`config.mk`:
```
export PLATFORM = sky130hd
export DESIGN_NAME = reg_alias_file
export DESIGN_NICKNAME = d
export VERILOG_FILES = /design/src/rtl/reg_alias_file.sv
export SDC_FILE = /design/constraint.sdc
export NUM_CORES = 2
export LEC_CHECK = 0
export CORE_ASPECT_RATIO = 0.5
export CORE_MARGIN = 4
export CORE_UTILIZATION = 55
export DETAILED_ROUTE_END_ITERATION = 6
export PLACE_DENSITY = 0.71
export SYNTH_ARGS = -nofsm -noshare
export SYNTH_HDL_FRONTEND = slang
export SYNTH_SLANG_ARGS = --single-unit
```
`constraint.sdc`:
```
create_clock -name clk -period 6.5 [get_ports clk]
set_clock_uncertainty 0.2 [all_clocks]
set_input_delay 0.975 -clock clk [delete_from_list [all_inputs] [get_ports clk]]
set_output_delay 0.975 -clock clk [all_outputs]
set_load 0.02 [all_outputs]
```
`src/rtl/reg_alias_file.sv`:
```
`default_nettype none
// ============================================================================
// reg_alias_file : 32 x DATA_W architectural register file with per-register
//                  ROB alias tags (rename state). Optional: COMMIT_FORWARD_EN.
// Revision       : 1.0
// ============================================================================
module reg_alias_file #(
  parameter int REG_NUM  = 32,
  parameter int DATA_W   = 32,
  parameter int ROB_ID_W = 4
) (
  input  logic                clk,
  input  logic                rst_n,
  input  logic                rdy,
  input  logic                rollback,
  input  logic [4:0]          rs1_idx,
  input  logic [4:0]          rs2_idx,
  output logic                rs1_busy,
  output logic [ROB_ID_W-1:0] rs1_alias,
  output logic [DATA_W-1:0]   rs1_val,
  output logic                rs2_busy,
  output logic [ROB_ID_W-1:0] rs2_alias,
  output logic [DATA_W-1:0]   rs2_val,
  input  logic                rename_en,
  input  logic [4:0]          rename_rd,
  input  logic [ROB_ID_W-1:0] rename_id,
  input  logic                commit_en,
  input  logic [4:0]          commit_rd,
  input  logic [DATA_W-1:0]   commit_val,
  input  logic [ROB_ID_W-1:0] commit_alias
);

  localparam int IDX_W = 5;

  logic [DATA_W-1:0]   val_q   [REG_NUM];
  logic [ROB_ID_W-1:0] alias_q [REG_NUM];

  logic commit_hit;
  logic commit_clear;
  logic rename_hit;

  assign commit_hit   = commit_en && (commit_rd != '0);
  assign commit_clear = commit_hit && (alias_q[commit_rd] == commit_alias);
  assign rename_hit   = rename_en && (rename_rd != '0) && !rollback;

  // x0 is never written, so its flops stay at their reset value of zero.
  always_ff @(posedge clk or negedge rst_n) begin
    if (!rst_n) begin
      for (int i = 0; i < REG_NUM; i++) begin
        val_q[i]   <= '0;
        alias_q[i] <= '0;
      end
    end else if (rdy) begin
      if (commit_hit) begin
        val_q[commit_rd] <= commit_val;
      end
      if (rollback) begin
        for (int i = 0; i < REG_NUM; i++) begin
          alias_q[i] <= '0;
        end
      end else begin
        if (commit_clear) begin
          alias_q[commit_rd] <= '0;
        end
        // Later assignment wins: a same-cycle rename keeps ownership of rd.
        if (rename_hit) begin
          alias_q[rename_rd] <= rename_id;
        end
      end
    end
  end

  for (genvar p = 0; p < 2; p++) begin : g_query
    logic [IDX_W-1:0]    idx;
    logic                fwd;
    logic                busy;
    logic [ROB_ID_W-1:0] alias_id;
    logic [DATA_W-1:0]   val;

    assign idx = (p == 0) ? rs1_idx : rs2_idx;

`ifdef COMMIT_FORWARD_EN
    assign fwd = commit_hit && (commit_rd == idx) &&
                 (alias_q[idx] == commit_alias) && !rollback;
`else
    assign fwd = 1'b0;
`endif

    always_comb begin
      busy     = 1'b0;
      alias_id = '0;
      val      = '0;
      if (idx != '0) begin
        if (fwd) begin
          val = commit_val;
        end else begin
          busy     = (alias_q[idx] != '0);
          alias_id = alias_q[idx];
          val      = val_q[idx];
        end
      end
    end
  end

  assign rs1_busy  = g_query[0].busy;
  assign rs1_alias = g_query[0].alias_id;
  assign rs1_val   = g_query[0].val;
  assign rs2_busy  = g_query[1].busy;
  assign rs2_alias = g_query[1].alias_id;
  assign rs2_val   = g_query[1].val;

  // Alias 0 means "no alias", so the dispatcher must never rename with it.
  a_rename_id_nonzero : assert property (
    @(posedge clk) disable iff (!rst_n)
      (rdy && rename_hit) |-> (rename_id != '0)
  );

endmodule
`default_nettype wire

```
==> out/metrics.cfg <==
[clock_tree]
htree_levels=3
holdBufCountCts=0
cts_tree=done
post_cts_buffers=0
cts.sinks=1152
root_buffer=clkbuf_16
cts_buffers=107
cts_resized=0
clock_path_buffers=3
clk_pin_slew_ns=0.06
worstSkewPairLatency_ns=0.72

[worst_setup_path]
cp.arrival_ns=4.39
start_kind=input port
critPathMaxFanout=78
worstSetupPathType=input port to primary output
crit_chain=buf_8, buf_4, buf_4, mux4_2, mux4_2, mux2i_1, nor2_1, clkdlybuf4s50_1
crit_path_end_kind=primary output
slowest_stage=buf_8
cp_slowest_stage_delay_ns=0.71
crit_start=rs1_idx[0]
cp.required_ns=5.32
r2r-start=alias_q[103]

[sta]
min_period_ns=5.57
setup_viol=0
finalMaxSlewViolations=0
timing.hold.ws_ns=0.0989
maxSlewHeadroom=0.222
tns_ns=0
setup_ws_ns=0.933
rsz0062_at_grt=false
timing.fmax_ghz=0.180
hold_viol=0
worstMarginPinSlew_ns=1.16
fin_crit_sh=0.856

[global_routing]
grt_first_pass_wirelength_microns=281000
grt_max_degree=185
grtUsageMet3=0.0705
antenna_found_initial=4
grt.busiest_layer=met2
grt_pass1_vias=42813
grt_use_met2=0.464
grt_usage=0.308
grt_use_met1=0.443
grt_overflow_total=0

[power_and_ir_drop]
max-vdd-ir-drop_mv=0.207
p_leak_nw=30.2
power_density_nw_per_um2=274

[finish]
nFillCells=8350
fin_cells=5725
syn_to_final_growth_pct=10.4
finalInstanceArea_sq_um=70700
final-seq-area_sq_um=28800
multi_input_area_sq_um=33500
drive_above_1_share=0.496
fin_nets=4174

[yosys]
synth_most_common_cell=dfrtp_1
async_flop_share=1.00
synthFlopType=dfrtp_1
synth_top_cells_by_count=dfrtp_1, mux2_2, mux4_2, clkbuf_1, nor2_1
synth_cells=4218
ys_types=47
post_synth_main_area_contributors=dfrtp_1, mux4_2, mux2_2
postSynthRegisterBits=1152
syn_area_per_cell_sq_um=15.2
netlist_area_sq_um=64000
yosys.area.top_type_share=0.450
synth_top_cell_by_area=dfrtp_1
synthesis.nets=4284
seq_area_frac_synth=0.450
synth-edff-count=0
yosys_warnings=0

[place]
placed_cell_area_sq_um=66800
place_congestion=0.890
post-dp-hpwl_microns=104000
dp.cells=5529
place_ws_ns=0.928
portBuffers=139

[floorplanning]
fp.dieW_microns=491
rows=88
die_area_sq_um=122000
io_pins=140
die_h_microns=249
start_util=0.555
core_area_sq_um=115000

[job]
drv_cap=0

[routing]
avgRoutedWirePerCell_microns=32.6
via_count=41001
ant_nets=0
drc=0
drt_iter0_drc=4481
vias_per_cell=7.16
first_pass_iters=7
drt_wl_total_microns=187000

[status]
status=finished, final reports clean

[hold_path]
min_path_type=input port to asynchronous set/reset pin

## critical path, delay by kind of cell
| kind | cells | cell delay, ns |
|---|---|---|
| mux | 3 | 1.19 |
| simple gates | 1 | 0.07 |
| buf+inv | 4 | 2.01 |
## kinds of logic (layout without fill, tap and decap cells)
logic type      after synthesis  after routing  synth area share
compound gates              277            277            0.0251
buf+inv                     460            432            0.0308
simple gates                495            495            0.0442
other cells                   0              5                 0
flops                      1152           1152             0.450
mux                        1833           1833             0.450
xor+xnor                      1              1          0.000137
## cell type report
type,instances,share of cell area
antenna,5,0.000177
clock buffer,143,0.0441
clock inverter,48,0.0105
inverter,1,0.0000708
multi-input combinational,2606,0.474
sequential,1152,0.408
tap,1530,0.0271
timing repair buffer,240,0.0362
## cell usage in the layout (no fill, tap or decap), types with 4 or more instances in the layout
cell	synthesis	final
diode_2	0	5
clkinvlp_4	0	12
nor2b_1	11	11
nand2_4	0	7
a21oi_1	72	72
o21ai_1	120	120
clkinv_2	0	17
nand4_1	5	5
mux2i_1	104	104
nor2_1	200	177
buf_12	3	32
dfrtp_1	1152	1152
mux2_1	20	20
clkbuf_16	0	109
clkdlybuf4s50_1	0	126
buf_4	2	73
o21ai_0	4	4
bufinv_16	0	18
buf_8	1	5
nand3b_1	67	67
and2_1	13	13
mux2_2	973	972
clkbuf_1	268	8
nor3_1	7	5
nor4_4	30	30
mux4_2	736	736
nand2b_1	5	5
nor2_4	0	23
clkbuf_8	0	26
a22oi_1	74	74
nand3_1	12	12
and3_1	4	4
nand2_1	126	119
## metrics by stage
stage	utilization	total power, mW
2_1_floorplan	-	11.3
3_3_place_gp	0.579	12.3
3_5_place_dp	0.579	12.5
4_1_cts	0.612	19.4
5_1_grt	0.613	20.1
6_report	0.613	19.4
## power by group
group          internal [mW]  switching, mW  total, mW
Sequential              8.07          0.718       8.79
Clock                   4.07           2.90       6.98
Combinational           2.06           1.52       3.59
## sequential cells by signal, indices dropped and copies added (netlist names)
name	flops
val_q	1024
alias_q	128
## final timing paths
path	endpoint	slack (ns)	cells after the start
max reg2reg	alias_q[3]	3.13	8
min in group clk	val_q[1003]	0.20	0
min reg2reg	val_q[1003]	0.20	0
max	rs1_val[15]	0.93	8
min	val_q[430]	0.1	1
max in group asynchronous	alias_q[41]	4.45	2
## routing by layer
| layer | vias to the layer above | part of all wire |
|---|---|---|
| met2 | 2092 | 0.46 |
| li1 | 16169 | - |
| met3 | 430 | 0.093 |
| met5 | - | 0 |
| met1 | 22310 | 0.41 |
| met4 | 0 | 0.040 |
Power figures use the tool's default switching activity.
